**src/rtl/shift_sequencer_pkg.sv**
```systemverilog
// Shared definitions for the multi-cycle shift sequencer: FSM states and
// shift direction encodings.
package shift_sequencer_pkg;

    typedef enum logic [1:0] {
        ST_IDLE  = 2'd0,
        ST_SHIFT = 2'd1,
        ST_DONE  = 2'd2
    } state_t;

    localparam logic DIR_LEFT  = 1'b0;
    localparam logic DIR_RIGHT = 1'b1;

endpackage : shift_sequencer_pkg

```
**src/rtl/shift_sequencer_shift_step.sv**
```systemverilog
// One combinational iteration of the shifter: shift by 1 or 2, left with
// zero fill, or right with zero or sign fill.
module shift_step
    import shift_sequencer_pkg::*;
#(
    parameter int WIDTH = 32
) (
    input  logic [WIDTH-1:0] acc,
    input  logic             dir,
    input  logic             arith,
    input  logic             by2,
    output logic [WIDTH-1:0] next_acc
);

    logic w_fill;

    // Sign is taken from the current acc each step; sign fill never changes the MSB.
    assign w_fill = (dir == DIR_RIGHT) && arith && acc[WIDTH-1];

    always_comb begin
        next_acc = acc;
        if (dir == DIR_LEFT) begin
            if (by2) next_acc = {acc[WIDTH-3:0], 2'b00};
            else     next_acc = {acc[WIDTH-2:0], 1'b0};
        end else begin
            if (by2) next_acc = {{2{w_fill}}, acc[WIDTH-1:2]};
            else     next_acc = {w_fill, acc[WIDTH-1:1]};
        end
    end

endmodule : shift_step

```
**src/rtl/shift_sequencer.sv**
```systemverilog
// Multi-cycle variable shifter: consumes the shift amount two bits per clock
// through shift_step, with a start/busy/done handshake to the control unit.
module shift_sequencer
    import shift_sequencer_pkg::*;
#(
    parameter int WIDTH = 32,
    parameter int SHW   = $clog2(WIDTH)
) (
    input  logic             clk,
    input  logic             rst,
    input  logic             start,
    input  logic [WIDTH-1:0] a,
    input  logic [SHW-1:0]   shamt,
    input  logic             dir,
    input  logic             arith,
    output logic             busy,
    output logic             done,
    output logic [WIDTH-1:0] result
);

    state_t           r_state;
    logic [WIDTH-1:0] r_acc;
    logic [SHW-1:0]   r_rem;
    logic             r_dir;
    logic             r_arith;
    logic             r_busy;
    logic             r_done;

    logic             w_by2;
    logic [WIDTH-1:0] w_next;

    assign w_by2 = (r_rem >= SHW'(2));

    shift_step #(
        .WIDTH (WIDTH)
    ) u_step (
        .acc      (r_acc),
        .dir      (r_dir),
        .arith    (r_arith),
        .by2      (w_by2),
        .next_acc (w_next)
    );

    // busy/done are registered alongside the state so they decode the state it is entering.
    always_ff @(posedge clk) begin
        if (rst) begin
            r_state <= ST_IDLE;
            r_acc   <= '0;
            r_rem   <= '0;
            r_dir   <= 1'b0;
            r_arith <= 1'b0;
            r_busy  <= 1'b0;
            r_done  <= 1'b0;
        end else begin
            case (r_state)
                ST_IDLE: begin
                    if (start) begin
                        r_acc   <= a;
                        r_rem   <= shamt;
                        r_dir   <= dir;
                        r_arith <= arith;
                        r_state <= ST_SHIFT;
                        r_busy  <= 1'b1;
                    end
                end
                ST_SHIFT: begin
                    if (r_rem != '0) begin
                        r_acc <= w_next;
                        r_rem <= w_by2 ? (r_rem - SHW'(2)) : '0;
                    end else begin
                        r_state <= ST_DONE;
                        r_done  <= 1'b1;
                    end
                end
                ST_DONE: begin
                    r_state <= ST_IDLE;
                    r_busy  <= 1'b0;
                    r_done  <= 1'b0;
                end
                default: begin
                    r_state <= ST_IDLE;
                    r_busy  <= 1'b0;
                    r_done  <= 1'b0;
                end
            endcase
        end
    end

    assign busy   = r_busy;
    assign done   = r_done;
    assign result = r_acc;

endmodule : shift_sequencer

```
**config.mk**
```make
export PLATFORM = sky130hd
export DESIGN_NAME = shift_sequencer
export DESIGN_NICKNAME = d
export VERILOG_FILES = /design/src/rtl/shift_sequencer_pkg.sv /design/src/rtl/shift_sequencer_shift_step.sv /design/src/rtl/shift_sequencer.sv
export SDC_FILE = /design/constraint.sdc
export NUM_CORES = 1
export LEC_CHECK = 0
export BUFFER_PORTS_ARGS = -buffer_cell sky130_fd_sc_hd__buf_2
export CAP_MARGIN = 20
export CORE_ASPECT_RATIO = 1.25
export CORE_MARGIN = 5
export CORE_UTILIZATION = 48
export DETAILED_ROUTE_END_ITERATION = 8
export GPL_TIMING_DRIVEN = 0
export PLACE_DENSITY = 0.76
export SYNTH_ARGS = -nofsm -noshare
export SYNTH_HDL_FRONTEND = slang
export SYNTH_SLANG_ARGS = --single-unit
export TNS_END_PERCENT = 10
```
**constraint.sdc**
```tcl
create_clock -name clk -period 2.1 [get_ports clk]
set_clock_uncertainty 0.1 [all_clocks]
set_input_delay 0.105 -clock clk [delete_from_list [all_inputs] [get_ports clk]]
set_output_delay 0.105 -clock clk [all_outputs]
set_load 0.1 [all_outputs]
```
==> summary.txt, run 1 <==
Synth
  – Syn nets: around 400
  – Library cell with the largest summed area after synthesis: sky130_fd_sc_hd__dfxtp_1
  – Top post-synthesis cells by count: sky130_fd_sc_hd__dfxtp_1 (43), sky130_fd_sc_hd__nand2_1 (34), sky130_fd_sc_hd__a21oi_1 (28)
  – Avg Synthesized Cell Area: ~8 µm²
  – Post-synth EDFFs: 0
  – Number of cells produced by synthesis: around 360
  – Post-Syn Area: slightly below 3000 µm²
  – Async S/R FF share, synth: 0%
  – Leading cell types by total area after synthesis: sky130_fd_sc_hd__dfxtp_1 (29%), sky130_fd_sc_hd__a21oi_1 (4.8%), sky130_fd_sc_hd__nand2_1 (4.4%)
  – Sequential fraction of the synthesis area: 29.4%
  – Proportion of netlist area held by the largest area contributor: between 20% and 30%
  – Count of cell types in the netlist: 64
  – Count of warnings emitted by yosys: 0
  – Most repeated cell in the gate-level netlist after synthesis: sky130_fd_sc_hd__dfxtp_1
  – #FFs+latches synth: 43
  – Flip-flop cell with the highest count after synthesis: sky130_fd_sc_hd__dfxtp_1

Global route
  – Wire length of the first global-routing pass: 16900 µm
  – Maximum number of pins on one net before global-route repair: 13
  – GR Util met2: a little over two fifths
  – Met3 track demand over resource in global routing: ~5.5%
  – Most utilized layer in the global route result: met2
  – Global-route total usage across every layer: a little over a quarter
  – Antenna violations before repair: 0
  – Via count of the first global-routing pass: between 3000 and 4000
  – Congestion Overflow GR: 0
  – Global Route met1 Usage: between 30% and 40%

Setup path
  – Slowest cell on crit path: sky130_fd_sc_hd__clkinvlp_4
  – Crit start category: register
  – Startpoint-to-endpoint class of the critical path: reg -> reg
  – Worst setup path startpoint: r_dir$_SDFFE_PP0P_
  – Worst R2R Start: r_dir$_SDFFE_PP0P_
  – Crit path largest cell delay: ~0.33 ns
  – Last element of the critical path: result[27]$_SDFFE_PP0P_
  – Reg2reg end: result[27]$_SDFFE_PP0P_
  – Worst path cell trace: clkbuf_1 -> clkinvlp_4 -> nand2_1 -> buf_2 -> o32ai_1 -> o31ai_1
  – Worst Path Max Fanout: 10
  – CP Capture Type: register
  – R2R cell count: 6
  – CP arrival: around 2.2 ns
  – Worst reg-to-reg setup slack: -0.006 ns
  – Data required time at the worst endpoint: 2.21 ns

Clock network
  – Clock sink count: 43
  – Root buffer cell: sky130_fd_sc_hd__clkbuf_8
  – Maximum clock insertion buffer count: 2
  – CTS H-Tree Depth: 2
  – Reg clk slew, reported paths: about 0.080 ns
  – Inserted Clock Buffers: 5
  – CTS tree: yes
  – Insertion delay of the later-clocked pin in the worst-skew pair: about 0.30 ns

Die
  – Number of standard-cell rows in the floorplan: 31
  – Initial core utilization: roughly 50%
  – Core ar.: 5860 µm²
  – Die Height: about 97 µm
  – Count of pins on the block boundary: between 70 and 80
  – Die outline area: 7770 µm²
  – Die boundary width: roughly 80 µm

Outcome
  – Run status: finished, violations left
  – Violated checks: negative setup slack

Power and ir drop
  – Total power divided by cell area: approximately 1200 nW/µm²
  – Leakage power figure: roughly 1.5 nW
  – Largest voltage drop on the vdd net: between 0.6 and 0.7 mV

Timing
  – Final hold violations: 0
  – Highest clock frequency the design can meet: approximately 470 MHz
  – Number of endpoints failing setup at the final stage: 1
  – Final worst path period share: 100%
  – Actual transition at the worst max-transition pin: 0.695 ns
  – Max-slew violation count: 0
  – RSZ-0062 raised after global routing: true
  – Setup tns final: -0.00576 ns
  – Crit path time final: between 2 and 2.5 ns
  – Worst slew slack as a fraction of its limit: 53.5%
  – Min setup slack post-route: -0.00576 ns

Place
  – Cell Count Post-Placement: 519
  – Count of input and output buffers: 74
  – Final weighted congestion in routability-driven placement: 0.913
  – Hpwl dp: around 7600 µm

Layout
  – Filler Cell Count: 557
  – Layout cells sized above 1: 31.1%
  – Layout area overhead: 23.4%
  – Filler-free cell count of the finished design: ~540
  – Final layout net count: just under 500
  – Post-route core utilization: between 60% and 70%
  – Total inserted antenna cells: 0
  – Register Area: ~870 µm²
  – Multi-input gate area: between 1500 and 2000 µm²

Drt
  – Total wire length after detailed routing: around 10000 µm
  – Count of routing violations after the opening detailed-route iteration: ~340
  – DRC violations left: 0
  – WL/cell: roughly 20 µm
  – Drt via density: between 6 and 7
  – Iteration count of the initial detailed-routing pass: 5
  – Remaining antenna violation count: 0
  – Via count of the routed design: between 3000 and 4000

Hold path
  – Tightest Hold Check Type: in -> reg
  – Hold depth: 3

Job
  – MaxCap Viol Count: 0
[worst max-delay path, delay by kind of cell, from the launching register on]
family                 cells  cell delay [ns]
DFF                        1             0.31
and+or+nand+nor            1             0.29
AOI/OAI and AO/OA          2             0.40
buffers and inverters      3             0.92
[cells by family after synthesis]
kind of cell    after synthesis  synth area share [%]
mux                           3                  1.88
compound gates              148                  37.8
fa+ha+maj                     1                 0.427
simple gates                119                  21.7
flops                        43                  29.4
buf+inv                      49                  8.76
[per-stage QoR]
| step | total power, mW | setup WS (ns) | hold slack, ns | area (µm²) |
|---|---|---|---|---|
| 5_1_grt | 4.57 | -0.123 | 0.0147 | 3610 |
| 2_1_floorplan | 3.14 | 0.00823 | 0.144 | 2930 |
| 3_3_place_gp | 3.66 | -0.239 | 0.237 | 3400 |
| 4_1_cts | 4.28 | 0.00994 | 0.00374 | 3570 |
| 3_5_place_dp | 3.68 | -0.267 | 0.247 | 3400 |
| 6_report | 4.37 | -0.00576 | 0.000403 | 3610 |
[per-layer routing]
metal	share of wire (%)	vias up
met5	0	-
li1	-	1577
met2	48	231
met4	2.4	0
met3	9.1	32
met1	40	1610
[layout by cell type, fill, tap and decap left out, types with 3 or more instances in the layout]
cell,n
sky130_fd_sc_hd__nand2b_1,7
sky130_fd_sc_hd__inv_1,12
sky130_fd_sc_hd__clkbuf_2,6
sky130_fd_sc_hd__nor3_1,14
sky130_fd_sc_hd__clkbuf_8,6
sky130_fd_sc_hd__nand2_1,34
sky130_fd_sc_hd__o21ai_1,3
sky130_fd_sc_hd__a311oi_1,3
sky130_fd_sc_hd__o31ai_1,14
sky130_fd_sc_hd__o32ai_1,14
sky130_fd_sc_hd__a211oi_1,9
sky130_fd_sc_hd__a221oi_1,5
sky130_fd_sc_hd__buf_2,86
sky130_fd_sc_hd__a21boi_1,4
sky130_fd_sc_hd__nor2_1,14
sky130_fd_sc_hd__o211ai_1,4
sky130_fd_sc_hd__a21oi_1,28
sky130_fd_sc_hd__a32o_1,7
sky130_fd_sc_hd__clkbuf_1,8
sky130_fd_sc_hd__a31oi_1,5
sky130_fd_sc_hd__a21o_1,3
sky130_fd_sc_hd__dfxtp_1,41
sky130_fd_sc_hd__a21boi_0,8
sky130_fd_sc_hd__buf_6,7
sky130_fd_sc_hd__a22oi_1,3
sky130_fd_sc_hd__nand3_1,15
sky130_fd_sc_hd__and3_1,14
sky130_fd_sc_hd__o21ai_0,19
sky130_fd_sc_hd__dlygate4sd3_1,3
sky130_fd_sc_hd__buf_4,6
[power breakdown]
part | switching, mW | internal [mW] | leakage (nW)
combinational | 1.96 | 0.724 | 1.07
sequential | 0.185 | 0.979 | 0.356
clock | 0.297 | 0.234 | 0.0422
total | 2.44 | 1.94 | 1.47
[cell type report]
cell class / instances / share of cell area, %
buffer: 32 / 5.58
clock buffer: 7 / 2.11
clock inverter: 1 / 0.139
inverter: 16 / 1.77
multi-input combinational: 271 / 51.1
sequential: 43 / 24.0
tap: 82 / 2.84
timing repair buffer: 83 / 12.4
[sequential cells by signal, summed over array words and instances (netlist names)]
name,cells
busy,1
done,1
r_dir,1
r_state,2
r_rem,5
result,32
r_arith,1
[what timing repair did]
action	CTS	global route
gates cloned	0	0
buffers inserted	4	2
setup endpoints to repair	33	35
gates resized for setup	14	12
hold buffers	3	0
pin swaps	2	3
hold endpoints to repair	3	0
[how the worst min path moves through the flow]
| stage | start | endpoint | slack [ns] |
|---|---|---|---|
| after CTS | a[3] | result[3]$_SDFFE_PP0P_ | 0.004 |
| after global placement | dir | r_dir$_SDFFE_PP0P_ | 0.24 |
| after detailed placement | dir | r_dir$_SDFFE_PP0P_ | 0.25 |
| final | a[3] | result[3]$_SDFFE_PP0P_ | 0.0004 |
| after floorplan | dir | r_dir$_SDFFE_PP0P_ | 0.14 |
| after global routing | a[0] | result[0]$_SDFFE_PP0P_ | 0.01 |
No activity file was read; power rests on OpenSTA's default activity.
==> inputs of run 2 (changes only) <==
--- a/config.mk
+++ b/config.mk
@@ -5,14 +5,15 @@
 export SDC_FILE = /design/constraint.sdc
 export NUM_CORES = 1
 export LEC_CHECK = 0
+export ABC_AREA = 1
 export BUFFER_PORTS_ARGS = -buffer_cell sky130_fd_sc_hd__buf_2
 export CAP_MARGIN = 20
 export CORE_ASPECT_RATIO = 1.25
 export CORE_MARGIN = 5
-export CORE_UTILIZATION = 48
+export CORE_UTILIZATION = 49
 export DETAILED_ROUTE_END_ITERATION = 8
 export GPL_TIMING_DRIVEN = 0
-export PLACE_DENSITY = 0.76
+export PLACE_DENSITY = 0.77
 export SYNTH_ARGS = -nofsm -noshare
 export SYNTH_HDL_FRONTEND = slang
 export SYNTH_SLANG_ARGS = --single-unit
==> constraint.sdc (replaced) <==
create_clock -name clk -period 2.1 [get_ports clk]
set_clock_uncertainty 0.1 [all_clocks]
set_input_delay 0.42 -clock clk [delete_from_list [all_inputs] [get_ports clk]]
set_output_delay 0.42 -clock clk [all_outputs]
set_load 0.1 [all_outputs]
==> run 2 against run 1 <==
Effect of this change: the run now ends clean; clock-buffer cell count decreased by 2; largest power group unchanged; setup slack improved by 0.15 ns; combinational power shrank 12%; register-to-register slack better by 0.15 ns; critical endpoint is now result[16]$_SDFFE_PP0P_; non-clock buffer count down 6; routed wire length down 5.2%; core utilization is 1.2 points lower; final cell count up 39%; sequential cell count unchanged; sequential share of layout area shrank 1.0 points; via count up 11%.
==> summary.txt, run 2 <==
Die
  – Number of standard-cell rows in the floorplan: 32
  – Die outline area: 8160 µm²
  – Die Height: between 90 and 100 µm
  – Initial core utilization: between 50% and 60%
  – Die boundary width: about 80 µm
  – Count of pins on the block boundary: 76
  – Core ar.: a little over 6000 µm²

Setup path
  – Startpoint-to-endpoint class of the critical path: reg -> reg
  – Worst setup path startpoint: r_rem[1]$_SDFFE_PP0P_
  – Worst Path Max Fanout: 10
  – Crit start category: register
  – CP Capture Type: register
  – CP arrival: between 2 and 2.5 ns
  – Worst R2R Start: r_rem[1]$_SDFFE_PP0P_
  – Data required time at the worst endpoint: around 2.2 ns

Synth
  – Sequential fraction of the synthesis area: 27.3%
  – Flip-flop cell with the highest count after synthesis: sky130_fd_sc_hd__dfxtp_1
  – Number of cells produced by synthesis: 577
  – Most repeated cell in the gate-level netlist after synthesis: sky130_fd_sc_hd__nand2_1
  – Post-synth EDFFs: 0
  – Post-Syn Area: 3160 µm²
  – Syn nets: just over 600
  – Proportion of netlist area held by the largest area contributor: a little over a quarter
  – Count of cell types in the netlist: 20
  – Top post-synthesis cells by count: sky130_fd_sc_hd__nand2_1 (199), sky130_fd_sc_hd__inv_1 (91), sky130_fd_sc_hd__nand3_1 (67)
  – Avg Synthesized Cell Area: between 5 and 6 µm²
  – Async S/R FF share, synth: 0%
  – Count of warnings emitted by yosys: 0
  – #FFs+latches synth: 43
  – Library cell with the largest summed area after synthesis: sky130_fd_sc_hd__dfxtp_1
  – Leading cell types by total area after synthesis: sky130_fd_sc_hd__dfxtp_1 (27%), sky130_fd_sc_hd__nand2_1 (24%), sky130_fd_sc_hd__inv_1 (11%)

Timing
  – Min Hold Slack: about 0.24 ns
  – Highest clock frequency the design can meet: a little over 500 MHz
  – RSZ-0062 raised after global routing: false
  – Number of endpoints failing setup at the final stage: 0
  – Actual transition at the worst max-transition pin: 0.649 ns
  – Crit path time final: slightly below 2 ns
  – Worst slew slack as a fraction of its limit: approximately 57%
  – Final hold violations: 0
  – Final worst path period share: ~93%
  – Max-slew violation count: 0
  – Setup tns final: 0 ns

Outcome
  – Run status: finished, final reports clean

Layout
  – Largest register FFs: 32
  – Most common library cell in the layout ignoring fill and taps: sky130_fd_sc_hd__nand2_1
  – Highest-count cells in the layout ignoring fill and taps: sky130_fd_sc_hd__nand2_1 (199), sky130_fd_sc_hd__inv_1 (91), sky130_fd_sc_hd__buf_2 (89)
  – Layout cells sized above 1: 17.1%
  – Layout area overhead: 18.8%
  – Final layout net count: around 700
  – Total inserted antenna cells: 0

Clock network
  – Quantity of hold-fixing buffers added after cts: 0
  – Maximum clock insertion buffer count: 2
  – Post-cts resize count: 0
  – CTS H-Tree Depth: 2
  – Reg clk slew, reported paths: about 0.090 ns
  – Post-CTS Setup Inserts: 0
  – Root buffer cell: sky130_fd_sc_hd__clkbuf_8
  – Inserted Clock Buffers: 5
  – Insertion delay of the later-clocked pin in the worst-skew pair: approximately 0.30 ns
  – CTS tree: yes
  – Clock sink count: 43

Drt
  – Via count of the routed design: around 3800
  – Remaining antenna violation count: 0
  – WL/cell: approximately 13 µm
  – Iteration count of the initial detailed-routing pass: 8
  – Drt via density: just over 5
  – DRC violations left: 0
  – Count of routing violations after the opening detailed-route iteration: 330
  – Total wire length after detailed routing: between 9000 and 10000 µm

Place
  – Hpwl dp: around 7400 µm
  – Final weighted congestion in routability-driven placement: between 0.9 and 1
  – Count of input and output buffers: 75

Power and ir drop
  – Total power divided by cell area: between 1000 and 1500 nW/µm²
  – Largest voltage drop on the vdd net: just over 0.6 mV
  – Leakage power figure: between 2 and 2.5 nW

Global route
  – Congestion Overflow GR: 0
  – Global-route total usage across every layer: 25.4%
  – Antenna violations before repair: 0
  – Maximum number of pins on one net before global-route repair: 15
  – Wire length of the first global-routing pass: 16600 µm
  – Via count of the first global-routing pass: around 3600

Job
  – MaxCap Viol Count: 0

Hold path
  – Hold path startpoint: rst
  – Tightest Hold Check Type: in -> reg
[run 2: stage by stage]
step	utilization [%]	worst slack (ns)	area, µm²	power (mW)	cells
floorplan	-	0.427	3160	2.98	577
global placement	58.6	0.236	3640	3.44	737
detailed placement	58.6	0.184	3640	3.47	737
CTS	60.4	0.164	3750	4.14	745
global route	60.4	0.0120	3750	4.41	745
finish	60.4	0.147	3750	4.15	745
[run 2: cell families (layout without fill, tap and decap cells)]
| logic type | Yosys count | count (layout) | synth area share, % |
|---|---|---|---|
| DFF | 43 | 43 | 27.3 |
| AOI/OAI and AO/OA | 80 | 80 | 12.7 |
| and+or+nand+nor | 322 | 322 | 42.2 |
| xor gates and xnor gates | 1 | 1 | 0.277 |
| adders and majority gates | 1 | 1 | 0.396 |
| buffers and inverters | 130 | 213 | 17.2 |
[run 2: worst max-delay path, cell delays in order, from the launching register on]
cell,delay [ns]
sky130_fd_sc_hd__dfxtp_1,0.37
sky130_fd_sc_hd__inv_1,0.12
sky130_fd_sc_hd__ha_1,0.19
sky130_fd_sc_hd__nand2_2,0.08
sky130_fd_sc_hd__nor2_4,0.15
sky130_fd_sc_hd__nand2_1,0.09
sky130_fd_sc_hd__buf_4,0.19
sky130_fd_sc_hd__buf_6,0.16
sky130_fd_sc_hd__nand2_1,0.13
sky130_fd_sc_hd__nand2_1,0.06
sky130_fd_sc_hd__nand2_1,0.05
sky130_fd_sc_hd__nand3_1,0.07
sky130_fd_sc_hd__nand2_1,0.06
sky130_fd_sc_hd__inv_1,0.04
[run 2: report_power, final]
part,switching (mW),total [mW],internal (mW)
Combinational,1.81,2.37,0.561
Sequential,0.153,1.11,0.960
Clock,0.311,0.665,0.355
Total,2.27,4.15,1.88
[run 2: final timing paths]
path / endpoint / slack [ns] / cells past startpoint
worst max-delay path: result[16]$_SDFFE_PP0P_ / 0.15 / 13
worst min-delay path: done$_SDFFE_PP0P_ / 0.24 / 2
worst max register to register: result[16]$_SDFFE_PP0P_ / 0.15 / 13
worst min register to register: done$_SDFFE_PP0P_ / 0.37 / 2
[run 2: area by class of cell]
type                            instances  area (µm²)
Clock buffer                            5        68.8
Sequential cell                        43         861
Timing Repair Buffer                   75         375
Tap cell                               85         106
Multi-Input combinational cell        404        1750
Clock inverter                          3        43.8
Fill cell                             636        2450
Buffer                                 34         183
Inverter                               96         360
[run 2: routing by layer]
| layer | vias up | global-route usage (%) | wire length (µm) |
|---|---|---|---|
| met4 | 0 | 7.93 | 176 |
| met3 | 19 | 3.80 | 842 |
| met2 | 184 | 42.9 | 4850 |
| met1 | 1687 | 32.8 | 4070 |
| li1 | 1940 | - | - |
| met5 | - | 0 | 0 |
==> inputs of run 3 (changes only) <==
--- a/config.mk
+++ b/config.mk
@@ -14,6 +14,7 @@
 export DETAILED_ROUTE_END_ITERATION = 8
 export GPL_TIMING_DRIVEN = 0
 export PLACE_DENSITY = 0.77
+export SETUP_SLACK_MARGIN = 0.3
 export SYNTH_ARGS = -nofsm -noshare
 export SYNTH_HDL_FRONTEND = slang
 export SYNTH_SLANG_ARGS = --single-unit
==> constraint.sdc (replaced) <==
create_clock -name clk -period 1.6 [get_ports clk]
set_clock_uncertainty 0.1 [all_clocks]
set_input_delay 0.32 -clock clk [delete_from_list [all_inputs] [get_ports clk]]
set_output_delay 0.32 -clock clk [all_outputs]
set_load 0.1 [all_outputs]
==> run 3 against run 2 <==
Effect of this change: the run now ends with negative setup slack left; die area unchanged; global-route usage grew 1.2 points; via count rose by 3.3%; hold slack worse by 0.13 ns; clock-buffer cell count unchanged; power up 51%; sequential power grew 45%; critical path depth unchanged; cell area up 20%; non-clock buffer count increased by 8; sequential share of layout area fell by 2.1 points; largest power group unchanged.
==> summary.txt, run 3 (synthesized netlist as in run 2, its figures left out) <==
Place
  – Hpwl dp: 7320 µm
  – Count of input and output buffers: 75
  – Final weighted congestion in routability-driven placement: 0.913
  – Post-detailed-placement cell area: 3730 µm²
  – Post-Place Worst Slack: -0.161 ns

Global route
  – Congestion Overflow GR: 0
  – Global-route total usage across every layer: approximately a quarter
  – Wire length of the first global-routing pass: between 15000 and 20000 µm
  – Antenna violations before repair: 0
  – Via count of the first global-routing pass: around 3700
  – Maximum number of pins on one net before global-route repair: 16

Drt
  – Iteration count of the initial detailed-routing pass: 5
  – Via count of the routed design: roughly 4000
  – Remaining antenna violation count: 0
  – DRC violations left: 0
  – Total wire length after detailed routing: 10600 µm
  – WL/cell: about 14 µm
  – Count of routing violations after the opening detailed-route iteration: roughly 350
  – Drt via density: 5.26

Die
  – Die outline area: 8160 µm²
  – Count of pins on the block boundary: 76
  – Die Height: 99.7 µm
  – Die boundary width: 81.8 µm
  – Core ar.: 6210 µm²
  – Number of standard-cell rows in the floorplan: 32
  – Initial core utilization: slightly above 50%

Layout
  – Area of all placed cells without fillers: 4510 µm²
  – Most common library cell in the layout ignoring fill and taps: sky130_fd_sc_hd__nand2_1
  – Layout area overhead: 42.9%
  – Filler Cell Count: around 540
  – Highest-count cells in the layout ignoring fill and taps: sky130_fd_sc_hd__nand2_1 (169), sky130_fd_sc_hd__inv_1 (89), sky130_fd_sc_hd__nand3_1 (62)
  – Total inserted antenna cells: 0
  – Largest register FFs: 32
  – Layout cells sized above 1: a little under a third
  – Final layout net count: 710

Clock network
  – Quantity of hold-fixing buffers added after cts: 0
  – CTS H-Tree Depth: 2
  – Reg clk slew, reported paths: about 0.1 ns
  – Insertion delay of the later-clocked pin in the worst-skew pair: around 0.31 ns
  – Clock sink count: between 40 and 50
  – Maximum clock insertion buffer count: 2
  – CTS tree: yes
  – Inserted Clock Buffers: 5
  – Root buffer cell: sky130_fd_sc_hd__clkbuf_8

Timing
  – Worst slew slack as a fraction of its limit: between 60% and 70%
  – Min Hold Slack: about 0.11 ns
  – RSZ-0062 raised after global routing: true
  – Number of endpoints failing setup at the final stage: 33
  – Final worst path period share: 108%
  – Setup tns final: -2.32 ns
  – Actual transition at the worst max-transition pin: ~0.49 ns
  – Max-slew violation count: 0
  – Final hold violations: 0
  – Crit path time final: ~1.7 ns
  – Highest clock frequency the design can meet: 581 MHz
  – Min setup slack post-route: -0.121 ns

Power and ir drop
  – Leakage power figure: around 2.6 nW
  – Combinational share of power: just over 60%
  – Clock share of power: about an eighth
  – Total power divided by cell area: between 1000 and 1500 nW/µm²
  – Internal power: 2.99 mW
  – Power dissipated by switching net loads: 3.28 mW
  – Share of power burned in registers: roughly a quarter
  – Net Sw Frac: 52.3%
  – Total power draw: 6.28 mW
  – Largest voltage drop on the vdd net: a little over 0.8 mV

Setup path
  – Crit path largest cell delay: 0.37 ns
  – Reg2reg end: result[20]$_SDFFE_PP0P_
  – Startpoint-to-endpoint class of the critical path: reg -> reg
  – Worst Path Max Fanout: 6
  – Worst R2R Start: r_rem[1]$_SDFFE_PP0P_
  – Worst reg-to-reg setup slack: -0.12 ns
  – Most used cell along the critical path: sky130_fd_sc_hd__nand2_2
  – Slowest cell on crit path: sky130_fd_sc_hd__dfxtp_4
  – CP arrival: roughly 1.8 ns
  – Bufs and invs on worst path: 4
  – Worst setup path startpoint: r_rem[1]$_SDFFE_PP0P_
  – Worst path cell trace: inv_4 -> ha_4 -> nand2_4 -> nor2_4 -> nand2_2 -> buf_8 -> buf_12 -> nand2_4 -> nand2_2 -> nand2_2 -> nand3_2 -> nand2_2 -> inv_2
  – Family of cells with the greatest summed delay on the critical path: simple AND/OR/NAND/NOR gates
  – R2R cell count: 13
  – CP Capture Type: register
  – Crit start category: register
  – Data required time at the worst endpoint: ~1.7 ns

Hold path
  – Worst Hold Path EP: done$_SDFFE_PP0P_
  – Tightest Hold Check Type: in -> reg
  – Hold path startpoint: rst
  – Hold depth: 2

Job
  – MaxCap Viol Count: 0

Outcome
  – Violated checks: negative setup slack
  – Run status: finished, violations left
[run 3: changes by cell type in the layout (fill, tap and decap cells not counted), sizes merged]
cell,change
clkinvlp,+2
clkinv,-2
buf,+8
inv,+1
bufinv,-1
[run 3: per-layer routing]
layer | track usage, % | routed length [µm] | vias to the layer above
met1 | 34.7 | 4320 | 1785
li1 | - | - | 1955
met3 | 3.80 | 722 | 29
met2 | 43.8 | 5250 | 189
met4 | 10.2 | 326 | 0
met5 | 0 | 0 | -
[run 3: through the flow]
stage,utilization [%],cells
2_1_floorplan,-,577
3_3_place_gp,60.1,737
3_5_place_dp,60.1,737
4_1_cts,70.0,752
5_1_grt,72.7,753
6_report,72.7,753
[run 3: power by group through the flow]
| stage | combinational, mW | clock (mW) | sequential [mW] |
|---|---|---|---|
| 2_1_floorplan | 1.44 | 0 | 2.59 |
| 3_3_place_gp | 3.09 | 0 | 1.52 |
| 3_5_place_dp | 3.12 | 0 | 1.52 |
| 4_1_cts | 3.69 | 0.762 | 1.57 |
| 5_1_grt | 4.19 | 0.812 | 1.64 |
| 6_report | 3.92 | 0.749 | 1.61 |
[run 3: how the worst max path moves through the flow]
stage | end | slack, ns | depth (start not counted)
floorplan | result[13]$_SDFFE_PP0P_ | 0.04 | 13
global placement | result[13]$_SDFFE_PP0P_ | -0.14 | 13
detailed placement | result[13]$_SDFFE_PP0P_ | -0.16 | 13
CTS | result[18]$_SDFFE_PP0P_ | -0.05 | 13
global route | result[15]$_SDFFE_PP0P_ | -0.19 | 13
finish | result[20]$_SDFFE_PP0P_ | -0.12 | 13
[run 3: what timing repair did]
action	4_1_cts	5_1_grt
gates resized for setup	137	64
buffers inserted	6	1
cloned	1	0
pin swaps	9	16
setup endpoints to repair	77	74
[run 3: final cells by class]
class | count | area, µm² | area share [%]
buffer | 34 | 259 | 5.74
clock buffer | 5 | 68.8 | 1.53
clock inverter | 3 | 23.8 | 0.527
inverter | 96 | 365 | 8.10
multi-input combinational | 404 | 1930 | 42.8
sequential | 43 | 942 | 20.9
tap | 85 | 106 | 2.36
timing repair buffer | 83 | 817 | 18.1
